`src/rtl/uc_mc_wait_pkg.sv`:
```
// uc_mc_pkg: shared types and encodings for the multicycle control unit.
//   state_t      - FSM state encoding (also exported on the State debug port)
//   OP_* / FN_*  - instruction opcode and R-type funct fields
//   ALU_*        - Ula32 operation selector codes
//   PCS_*        - PC-source mux selections
//   EXC_*        - exception cause codes
package uc_mc_pkg;

  typedef enum logic [3:0] {
    RST     = 4'd0,
    FETCH   = 4'd1,
    DECODE  = 4'd2,
    EXEC_R  = 4'd3,
    RWB     = 4'd4,
    EXEC_I  = 4'd5,
    IWB     = 4'd6,
    MEMADDR = 4'd7,
    MEMRD   = 4'd8,
    MEMWR   = 4'd9,
    LWB     = 4'd10,
    BRANCH  = 4'd11,
    JUMP    = 4'd12,
    EXC     = 4'd13
  } state_t;

  localparam logic [5:0] OP_RTYPE = 6'b000000;
  localparam logic [5:0] OP_LW    = 6'b100011;
  localparam logic [5:0] OP_SW    = 6'b101011;
  localparam logic [5:0] OP_BEQ   = 6'b000100;
  localparam logic [5:0] OP_BNE   = 6'b000101;
  localparam logic [5:0] OP_ADDI  = 6'b001000;
  localparam logic [5:0] OP_J     = 6'b000010;

  localparam logic [5:0] FN_ADD = 6'b100000;
  localparam logic [5:0] FN_SUB = 6'b100010;
  localparam logic [5:0] FN_AND = 6'b100100;
  localparam logic [5:0] FN_XOR = 6'b100110;

  localparam logic [2:0] ALU_NONE = 3'b000;
  localparam logic [2:0] ALU_ADD  = 3'b001;
  localparam logic [2:0] ALU_SUB  = 3'b010;
  localparam logic [2:0] ALU_AND  = 3'b011;
  localparam logic [2:0] ALU_XOR  = 3'b110;
  localparam logic [2:0] ALU_CMP  = 3'b111;

  localparam logic [1:0] PCS_ALU    = 2'b00;
  localparam logic [1:0] PCS_ALUOUT = 2'b01;
  localparam logic [1:0] PCS_JUMP   = 2'b10;
  localparam logic [1:0] PCS_EXC    = 2'b11;

  localparam logic [1:0] EXC_NONE    = 2'b00;
  localparam logic [1:0] EXC_OPCODE  = 2'b01;
  localparam logic [1:0] EXC_OVF     = 2'b10;
  localparam logic [1:0] EXC_TIMEOUT = 2'b11;

  // Map an R-type funct to its Ula32 selector; ALU_NONE marks an unsupported funct.
  function automatic logic [2:0] funct_aluop(input logic [5:0] fn);
    logic [2:0] op;
    case (fn)
      FN_ADD:  op = ALU_ADD;
      FN_SUB:  op = ALU_SUB;
      FN_AND:  op = ALU_AND;
      FN_XOR:  op = ALU_XOR;
      default: op = ALU_NONE;
    endcase
    return op;
  endfunction

  // States that hold a memory request open and run the wait counter.
  function automatic logic is_wait_state(input state_t s);
    return (s == FETCH) || (s == MEMRD) || (s == MEMWR);
  endfunction

endpackage

```
`src/rtl/uc_mc_wait_if.sv`:
```
// uc_mc_wait_if: memory request/ready handshake between the control unit
// (master) and the memory subsystem (slave).
//   MemReq   - request valid
//   MemWrite - request is a write
//   IorD     - address select: 0 = PC, 1 = ALUOut
//   MemReady - memory completed the current request
interface uc_mc_wait_if;
  logic MemReq;
  logic MemWrite;
  logic IorD;
  logic MemReady;

  modport master (output MemReq, output MemWrite, output IorD, input MemReady);
  modport slave  (input MemReq, input MemWrite, input IorD, output MemReady);
endinterface

```
`src/rtl/uc_mc_wait_mem_wait_ctr.sv`:
```
// mem_wait_ctr: counts cycles spent waiting for a memory response.
//   i_clk/i_rst - clock, synchronous active-high reset
//   i_clr       - clear (state change)
//   i_en        - count this cycle (waiting and no ready)
//   o_hit       - this is the MAX-th waiting cycle; a missing ready now times out
// The count saturates at MAX so it can wait indefinitely when timeouts are off.
module mem_wait_ctr #(
  parameter int MAX = 15
) (
  input  logic i_clk,
  input  logic i_rst,
  input  logic i_clr,
  input  logic i_en,
  output logic o_hit
);

  localparam int CW = $clog2(MAX + 1);
  localparam logic [CW-1:0] LIMIT = CW'(MAX);
  localparam logic [CW-1:0] LAST  = CW'(MAX - 1);

  logic [CW-1:0] r_cnt;

  // Wait-cycle counter with clear and saturation.
  always_ff @(posedge i_clk) begin
    if (i_rst) begin
      r_cnt <= '0;
    end else if (i_clr) begin
      r_cnt <= '0;
    end else if (i_en && (r_cnt != LIMIT)) begin
      r_cnt <= r_cnt + CW'(1);
    end else begin
      r_cnt <= r_cnt;
    end
  end

  // Count already holds MAX-1 completed waits, so this cycle is the last allowed.
  assign o_hit = (r_cnt >= LAST);

endmodule

```
`src/rtl/uc_mc_wait.sv`:
```
// uc_mc_wait: multicycle control unit with variable-latency memory and
// precise exceptions.
//   Clk, Reset          - clock, synchronous active-high reset
//   Op, Funct           - IR[31:26], IR[5:0]
//   Zero, Overflow      - Ula32 flags
//   mem                 - memory handshake (MemReq/MemWrite/IorD out, MemReady in)
//   IRWrite..RegWrite   - datapath strobes and mux selects
//   ExcVector           - exception vector constant
//   ExcCause            - last exception cause (registered)
//   State               - current FSM state (debug)
module uc_mc_wait
  import uc_mc_pkg::*;
#(
  parameter int          MEM_WAIT_MAX = 15,
  parameter int          EXC_EN       = 1,
  parameter logic [31:0] EXC_VEC      = 32'h0000_00FF
) (
  input  logic         Clk,
  input  logic         Reset,
  input  logic [5:0]   Op,
  input  logic [5:0]   Funct,
  input  logic         Zero,
  input  logic         Overflow,
  uc_mc_wait_if.master mem,
  output logic         IRWrite,
  output logic         MDRLoad,
  output logic         ABLoad,
  output logic         ALUOutLoad,
  output logic         ALUSrcA,
  output logic [1:0]   ALUSrcB,
  output logic [2:0]   ALUOp,
  output logic [1:0]   PCSource,
  output logic         PCWrite,
  output logic         EPCWrite,
  output logic         MemtoReg,
  output logic         RegDst,
  output logic         RegWrite,
  output logic [31:0]  ExcVector,
  output logic [1:0]   ExcCause,
  output logic [3:0]   State
);

  localparam logic EXC_ON = (EXC_EN != 0);

  state_t     r_state;
  state_t     w_next;
  logic [1:0] r_cause;
  logic [1:0] w_cause;
  logic       w_hit;
  logic       w_wait;
  logic [2:0] w_fn_aluop;
  logic       w_fn_arith;
  logic       w_mem_req;
  logic       w_mem_write;
  logic       w_iord;

  assign w_fn_aluop = funct_aluop(Funct);
  assign w_fn_arith = (Funct == FN_ADD) || (Funct == FN_SUB);
  assign w_wait     = is_wait_state(r_state) && !mem.MemReady;

  mem_wait_ctr #(.MAX(MEM_WAIT_MAX)) u_ctr (
    .i_clk (Clk),
    .i_rst (Reset),
    .i_clr (w_next != r_state),
    .i_en  (w_wait),
    .o_hit (w_hit)
  );

  // State register.
  always_ff @(posedge Clk) begin
    if (Reset) begin
      r_state <= RST;
    end else begin
      r_state <= w_next;
    end
  end

  // Exception cause: captured on entry to EXC, held until the next exception.
  always_ff @(posedge Clk) begin
    if (Reset) begin
      r_cause <= EXC_NONE;
    end else if (w_next == EXC) begin
      r_cause <= w_cause;
    end else begin
      r_cause <= r_cause;
    end
  end

  // Next-state logic and the cause that goes with a transition into EXC.
  always_comb begin
    w_next  = r_state;
    w_cause = EXC_NONE;
    case (r_state)
      RST: w_next = FETCH;
      FETCH, MEMRD, MEMWR: begin
        // A ready arriving on the limit cycle takes priority over the timeout.
        if (mem.MemReady) begin
          case (r_state)
            FETCH:   w_next = DECODE;
            MEMRD:   w_next = LWB;
            default: w_next = FETCH;
          endcase
        end else if (EXC_ON && w_hit) begin
          w_next  = EXC;
          w_cause = EXC_TIMEOUT;
        end else begin
          w_next = r_state;
        end
      end
      DECODE: begin
        case (Op)
          OP_RTYPE:      w_next = EXEC_R;
          OP_LW, OP_SW:  w_next = MEMADDR;
          OP_BEQ, OP_BNE: w_next = BRANCH;
          OP_ADDI:       w_next = EXEC_I;
          OP_J:          w_next = JUMP;
          default: begin
            if (EXC_ON) begin
              w_next  = EXC;
              w_cause = EXC_OPCODE;
            end else begin
              w_next = FETCH;
            end
          end
        endcase
      end
      EXEC_R: begin
        if (w_fn_aluop == ALU_NONE) begin
          if (EXC_ON) begin
            w_next  = EXC;
            w_cause = EXC_OPCODE;
          end else begin
            w_next = FETCH;
          end
        end else if (EXC_ON && Overflow && w_fn_arith) begin
          w_next  = EXC;
          w_cause = EXC_OVF;
        end else begin
          w_next = RWB;
        end
      end
      EXEC_I: begin
        if (EXC_ON && Overflow) begin
          w_next  = EXC;
          w_cause = EXC_OVF;
        end else begin
          w_next = IWB;
        end
      end
      MEMADDR: begin
        if (Op == OP_LW) begin
          w_next = MEMRD;
        end else begin
          w_next = MEMWR;
        end
      end
      RWB, IWB, LWB, BRANCH, JUMP, EXC: w_next = FETCH;
      default: w_next = RST;
    endcase
  end

  // Control decode: a function of the state, plus MemReady on wait-state
  // completion and Zero for the branch decision.
  always_comb begin
    IRWrite     = 1'b0;
    MDRLoad     = 1'b0;
    ABLoad      = 1'b0;
    ALUOutLoad  = 1'b0;
    ALUSrcA     = 1'b0;
    ALUSrcB     = 2'b00;
    ALUOp       = ALU_NONE;
    PCSource    = PCS_ALU;
    PCWrite     = 1'b0;
    EPCWrite    = 1'b0;
    MemtoReg    = 1'b0;
    RegDst      = 1'b0;
    RegWrite    = 1'b0;
    w_mem_req   = 1'b0;
    w_mem_write = 1'b0;
    w_iord      = 1'b0;
    case (r_state)
      FETCH: begin
        w_mem_req = 1'b1;
        if (mem.MemReady) begin
          IRWrite = 1'b1;
          ALUSrcB = 2'b01;
          ALUOp   = ALU_ADD;
          PCWrite = 1'b1;
        end else begin
          IRWrite = 1'b0;
        end
      end
      DECODE: begin
        // Precompute the branch target into ALUOut while A/B load.
        ABLoad     = 1'b1;
        ALUSrcB    = 2'b11;
        ALUOp      = ALU_ADD;
        ALUOutLoad = 1'b1;
      end
      EXEC_R: begin
        ALUSrcA    = 1'b1;
        ALUOp      = w_fn_aluop;
        ALUOutLoad = 1'b1;
      end
      EXEC_I, MEMADDR: begin
        ALUSrcA    = 1'b1;
        ALUSrcB    = 2'b10;
        ALUOp      = ALU_ADD;
        ALUOutLoad = 1'b1;
      end
      MEMRD: begin
        w_mem_req = 1'b1;
        w_iord    = 1'b1;
        MDRLoad   = mem.MemReady;
      end
      MEMWR: begin
        w_mem_req   = 1'b1;
        w_mem_write = 1'b1;
        w_iord      = 1'b1;
      end
      LWB: begin
        RegWrite = 1'b1;
        MemtoReg = 1'b1;
      end
      RWB: begin
        RegWrite = 1'b1;
        RegDst   = 1'b1;
      end
      IWB: RegWrite = 1'b1;
      BRANCH: begin
        ALUSrcA  = 1'b1;
        ALUOp    = ALU_SUB;
        PCSource = PCS_ALUOUT;
        if (Op == OP_BNE) begin
          PCWrite = !Zero;
        end else begin
          PCWrite = Zero;
        end
      end
      JUMP: begin
        PCSource = PCS_JUMP;
        PCWrite  = 1'b1;
      end
      EXC: begin
        EPCWrite = 1'b1;
        PCSource = PCS_EXC;
        PCWrite  = 1'b1;
      end
      default: begin
        PCWrite = 1'b0;
      end
    endcase
  end

  assign mem.MemReq   = w_mem_req;
  assign mem.MemWrite = w_mem_write;
  assign mem.IorD     = w_iord;
  assign ExcVector    = EXC_VEC;
  assign ExcCause     = r_cause;
  assign State        = r_state;

endmodule

```
`src/flat_wrapper.sv`:
```
// flat-port wrapper written by rule: the top's interface ports become plain ports
module uc_mc_wait_flat import uc_mc_pkg::*;
#(
  parameter int          MEM_WAIT_MAX = 15,
  parameter int          EXC_EN       = 1,
  parameter logic [31:0] EXC_VEC      = 32'h0000_00FF
)
  (Clk, Reset, Op, Funct, Zero, Overflow, IRWrite, MDRLoad, ABLoad, ALUOutLoad, ALUSrcA, ALUSrcB, ALUOp, PCSource, PCWrite, EPCWrite, MemtoReg, RegDst, RegWrite, ExcVector, ExcCause, State, mem_MemReq, mem_MemWrite, mem_IorD, mem_MemReady);
  uc_mc_wait_if mem_i ();
  input  logic Clk;
  input  logic Reset;
  input  logic [5:0] Op;
  input  logic [5:0] Funct;
  input  logic Zero;
  input  logic Overflow;
  output logic IRWrite;
  output logic MDRLoad;
  output logic ABLoad;
  output logic ALUOutLoad;
  output logic ALUSrcA;
  output logic [1:0] ALUSrcB;
  output logic [2:0] ALUOp;
  output logic [1:0] PCSource;
  output logic PCWrite;
  output logic EPCWrite;
  output logic MemtoReg;
  output logic RegDst;
  output logic RegWrite;
  output logic [31:0] ExcVector;
  output logic [1:0] ExcCause;
  output logic [3:0] State;
  output wire logic [$bits(mem_i.MemReq)-1:0] mem_MemReq;
  output wire logic [$bits(mem_i.MemWrite)-1:0] mem_MemWrite;
  output wire logic [$bits(mem_i.IorD)-1:0] mem_IorD;
  input wire logic [$bits(mem_i.MemReady)-1:0] mem_MemReady;
  assign mem_MemReq = mem_i.MemReq;
  assign mem_MemWrite = mem_i.MemWrite;
  assign mem_IorD = mem_i.IorD;
  assign mem_i.MemReady = mem_MemReady;
  uc_mc_wait #(.MEM_WAIT_MAX(MEM_WAIT_MAX), .EXC_EN(EXC_EN), .EXC_VEC(EXC_VEC)) u_core (.Clk(Clk), .Reset(Reset), .Op(Op), .Funct(Funct), .Zero(Zero), .Overflow(Overflow), .mem(mem_i), .IRWrite(IRWrite), .MDRLoad(MDRLoad), .ABLoad(ABLoad), .ALUOutLoad(ALUOutLoad), .ALUSrcA(ALUSrcA), .ALUSrcB(ALUSrcB), .ALUOp(ALUOp), .PCSource(PCSource), .PCWrite(PCWrite), .EPCWrite(EPCWrite), .MemtoReg(MemtoReg), .RegDst(RegDst), .RegWrite(RegWrite), .ExcVector(ExcVector), .ExcCause(ExcCause), .State(State));
endmodule
```
`config.mk`:
```
export PLATFORM = sky130hd
export DESIGN_NAME = uc_mc_wait_flat
export DESIGN_NICKNAME = d
export VERILOG_FILES = /design/src/rtl/uc_mc_wait_pkg.sv /design/src/rtl/uc_mc_wait_if.sv /design/src/rtl/uc_mc_wait_mem_wait_ctr.sv /design/src/rtl/uc_mc_wait.sv /design/src/flat_wrapper.sv
export SDC_FILE = /design/constraint.sdc
export NUM_CORES = 1
export LEC_CHECK = 0
export BUFFER_PORTS_ARGS = -buffer_cell sky130_fd_sc_hd__buf_2
export CAP_MARGIN = 20
export CORE_MARGIN = 5
export CORE_UTILIZATION = 30
export DETAILED_ROUTE_END_ITERATION = 16
export PLACE_DENSITY = 0.58
export SLEW_MARGIN = 20
export SYNTH_ARGS = -nofsm -noshare
export SYNTH_HDL_FRONTEND = slang
export SYNTH_SLANG_ARGS = --single-unit
```
`constraint.sdc`:
```
create_clock -name Clk -period 2.2 [get_ports Clk]
set_clock_uncertainty 0.05 [all_clocks]
set_input_delay 0.44 -clock Clk [delete_from_list [all_inputs] [get_ports Clk]]
set_output_delay 0.44 -clock Clk [all_outputs]
set_load 0.02 [all_outputs]
```
# Yosys cells after proc, flatten, opt, wreduce, memory -nomap -nowiden
# Index checks and enable logic that the tools add are counted.
[op_classes]
reduce_logical = 24
muxes = 37
order_cmp = 1
addsub = 1
n_eq_ne = 26
[op_table]
columns = ["op", "count"]
rows = [
  ["== test 6 bit, second input constant", 6],
  ["== test 4 bit, second input constant", 7],
  ["one-hot mux 3 bit (4 select lines)", 2],
  ["one-hot mux 4 bit (6 select lines)", 1],
  ["2-to-1 mux 4 bit", 5],
  ["one-hot mux 4 bit (5 select lines)", 1],
  ["2-to-1 mux 1 bit", 18],
  ["== test 4 x 3 -> 1 bit, second input constant", 4],
  ["OR reduction 7 bit", 2],
  ["== test 6 x 3 -> 1 bit, second input constant", 2],
  ["one-hot mux 2 bit (3 select lines)", 2],
  ["OR reduction 2 bit", 6],
  ["2-to-1 mux 2 bit", 5],
  ["OR reduction 3 bit", 3],
  ["== test 4 x 2 -> 1 bit, second input constant", 2],
  ["one-hot mux 2 bit (4 select lines)", 1],
  ["one-hot mux 4 bit (2 select lines)", 1],
  ["OR reduction 4 bit", 2],
  ["== test 6 x 2 -> 1 bit, second input constant", 1],
  ["== test 6 x 4 -> 1 bit, second input constant", 1],
  ["logical NOT 6 bit", 1],
  ["adder 4 x 1 -> 4 bit, second input constant", 1],
  ["== test 4 x 1 -> 1 bit, second input constant", 1],
  ["greater-or-equal comparator 4 bit, second input constant", 1],
  ["8 further kinds", 13],
]
[totals]
regBits = 10
in_bits = 17
output_inout_bits = 58

# Logic depth before layout (Yosys ltp)
[depth]
ltp_word = 8
depth_mapped = 8
depth_no_buf = 8

# Cells and area by module
# A second synthesis with hierarchy kept.
[unflattened]
cells_unflattened = 181
hier_area_um2 = 1291.2
[modules_own_cells]
columns = ["mod", "instances", "area_each_um2", "cells_each", "seq_area_each_um2"]
rows = [
  ["uc_mc_wait", 1, 1068.5, 159, 120.1],
  ["mem_wait_ctr", 1, 222.7, 22, 80.1],
]

# Worst setup path before layout
# No wires, ideal clock.
[synth_timing]
kind = "reg-to-output"
from = "register u_core.r_state[1] (netlist: u_core.State[1])"
to = "output ALUOp[0]"
path_slack_ns = 0.009
t_arrival_ns = 1.701
n_path_buf = 1
path_stages_with_launch = 6
cell_sequence = "dfxtp_1 buf_2 nor2b_1 mux2i_1 nor2_1 or3_1"
[synth_via]
elab_chain_len = 3
[synth_lines]
columns = ["element", "line_no", "source"]
rows = [
  ["from (decl)", "uc_mc_wait.sv:45", "state_t r_state;"],
  ["from (signal assigned)", "uc_mc_wait.sv:74", "r_state <= w_next;"],
  ["== test 4 x 2 -> 1 bit or == test 4 x 3 -> 1 bit (tied branches)", "uc_mc_wait.sv:181", "case (r_state)"],
  ["OR reduction 3 bit (no source line)", "-", ""],
  ["one-hot mux 3 bit (4 select lines) (*)", "uc_mc_wait.sv:181", ""],
  ["to (decl)", "flat_wrapper.sv:22", "output logic [2:0] ALUOp;"],
]
# Every way passes the cells marked *; elsewhere a longest branch is shown, timed or not.

# Worst setup path in the final report
[layout_timing]
from = "register u_core.r_state[3] (netlist: u_core.State[3])"
to = "output ALUOp[0]"
# The elaborated chain is that of the path after synthesis.

==> flow_metrics.tcl <==
set metrics [dict create \
    ys_top_cells_by_area "buf_4 (20%), dfxtp_1 (15%), nor2_1 (7.3%), nand2b_1 (3.9%), nand3_1 (3.5%)" \
    num_vias 1409 \
    diodes 0 \
    yosysSeqAreaShare_pct 15.5 \
    yosys.cell_types.count 54 \
    yosysTopAreaCellShare_pct 19.7 \
    irDropWorstVdd_v 0.000409 \
    via_per_inst 4.73 \
    yosys_most_used_dff "dfxtp_1" \
    crit_fanout 7 \
    clk_path_buf_depth 2 \
    grt_pass1_vias 1223 \
    clk_latency_ns 0.23 \
    clkTransAtPathRegs_ns 0.05 \
    track_usage_pct 12.7 \
    finalPower_w 0.00113 \
    cp_slowest_cell "dfxtp_2" \
    fillerInstances 429 \
    drive_gt1_share_pct 39.1 \
    drv_cap 0 \
    core_region_area_um2 4090 \
    max_stage_delay_ns 0.42 \
    async_flop_share_pct 0 \
    start_util_pct 31.7 \
    die-height_um 75.7 \
    num_rows 23 \
    portBuffers 42 \
    syn_area_per_cell_um2 7.15 \
    start_kind "register" \
    wl_met3_um 394 \
    synth_top_area_cell "buf_4" \
    crit_type "register to primary output" \
    cts_tree "done" \
    cts_setup_buffers 0 \
    min_period_ns 2.13 \
    place_ws_ns -0.0871 \
    place.detailed.hpwl_um 3100 \
    cts_buffers 3 \
    htreeDepth 1 \
    gr-total-overflow 0 \
    timing.critical_path.buf_inv 3 \
    syn_to_final_growth_pct 33.8 \
    num-nets-final 268 \
    ys_ff_latch 10 \
    setup-tns-final_ns 0 \
    synth_edf_count 0 \
    maxSlewViolCount 0 \
    fin_ws_ns 0.0696 \
    critPathArrivalTime_ns 1.64 \
    wl_um 3740 \
    period_share_pct 96.8 \
    antenna_found_initial 0 \
    dieWidth_um 75.7 \
    hold_violations 0 \
    cts_num_sinks 10 \
    remaining_drc_errors 0 \
    timing.hold.ws_ns 0.415 \
    power_leakage_nw 0.907 \
    status "completed" \
    synth_area_um2 1290 \
    cp-end-kind "primary output" \
    yosys_warnings 0 \
    worstPathCellList "buf_4 > nor2_1 > nand3_1 > inv_1 > or3_1 > buf_4" \
    wl_met2_um 1630 \
    dr.first_iter.drc_count 59 \
    gp_congestion 0.865 \
    grt_pass1_wl_um 5660 \
    drtAntennaViolNets 0 \
    power_density_nw_per_um2 652 \
    clock-root-buffer "clkbuf_8" \
    timing.fmax_mhz 469 \
    crit_family "simple AND/OR/NAND/NOR gates" \
    min_path_type "input pin to register" \
    wl_per_cell_um 12.6 \
    setup_viol 0 \
    met1_length_um 1700 \
    dieArea_um2 5730 \
    top_layer "met4" \
    required_ns 1.71 \
    grt_max_degree 13 \
    dr.pass1.iters 4 \
    io_pins 75 \
    cpMostUsedCell "buf_4" \
    syn_inst 181 \
]
==> power by group <==
group          internal [W]  switching (W)  total (W)
logic              0.000270       0.000389   0.000660
registers          0.000206      0.0000367   0.000242
clock network      0.000157      0.0000699   0.000227
total              0.000633       0.000496    0.00113
==> synthesized netlist by cell type (4+ instances only) <==
library cell  instances
inv_1                 5
nand3_1               9
dfxtp_1              10
nor3_1                6
or3_1                 4
nor2_1               25
buf_4                34
nand2_1               9
a21oi_1               6
nand2b_1              8
==> cell families after synthesis <==
family,Yosys count,share of synthesized area (%)
AO/OA/AOI/OAI,35,21.9
XOR/XNOR,3,2.03
adder cells (fa/ha/maj),2,1.93
buffers and inverters,46,23.5
flip-flops,10,15.5
multiplexers,2,1.55
other,2,0.580
AND/OR/NAND/NOR,81,33.1
==> placed cells by master (no fill, tap or decap), drive strengths merged, types with 3 or more instances in the layout <==
cell type / n
or3: 4
buf: 72
dfxtp: 10
nor2b: 4
nand2b: 8
clkbuf: 4
nand3: 10
nand2: 9
nor2: 25
nor3: 6
a21oi: 6
conb: 32
o2111ai: 3
a31oi: 3
inv: 7
o21ai: 4
a211oi: 3
==> final timing paths <==
path	start	to	slack, ns	cells after the start
worst min register to register	u_core.ExcCause[0]	u_core.ExcCause[0]	0.45	1
worst max-delay path	u_core.State[3]	ALUOp[0]	0.07	6
worst max register to register	u_core.u_ctr.r_cnt[0]	u_core.u_ctr.r_cnt[0]	0.16	9
worst min-delay path	Reset	u_core.State[1]	0.41	2
==> per-layer routing <==
| layer | vias to the layer above | GRT usage [%] |
|---|---|---|
| li1 | 709 | - |
| met1 | 634 | 18.4 |
| met2 | 64 | 19.8 |
| met3 | 2 | 1.85 |
| met4 | 0 | 2.91 |
| met5 | - | 0 |
==> timing repair <==
action | in CTS | in global routing
hold buffers | 0 | 0
gates resized for setup | 3 | 13
endpoints found under the setup margin | 2 | 11
pin swaps | 0 | 7
hold endpoints to repair | 0 | 0
==> final cells by class <==
cell class,instances,area [um^2],area share [%]
repair buffers,72,438,25.3
clock buffers,4,55.1,3.18
multi-input cells,155,937,54.1
flip-flops and latches,10,210,12.1
well taps,50,62.6,3.61
inverters,7,28.8,1.66
==> per-stage QoR <==
stage	instance area [um^2]	instances	util, %
after floorplan	1410	211	-
after global placement	1630	294	39.8
after detailed placement	1630	294	39.8
after CTS	1690	298	41.4
after global routing	1730	298	42.4
final	1730	298	42.4
==> flip-flops by register name, indices dropped and copies added, names as in the netlist <==
register / flops
u_core.State: 4
u_core.u_ctr.r_cnt: 4
u_core.ExcCause: 2
No activity file was read; power rests on OpenSTA's default activity.
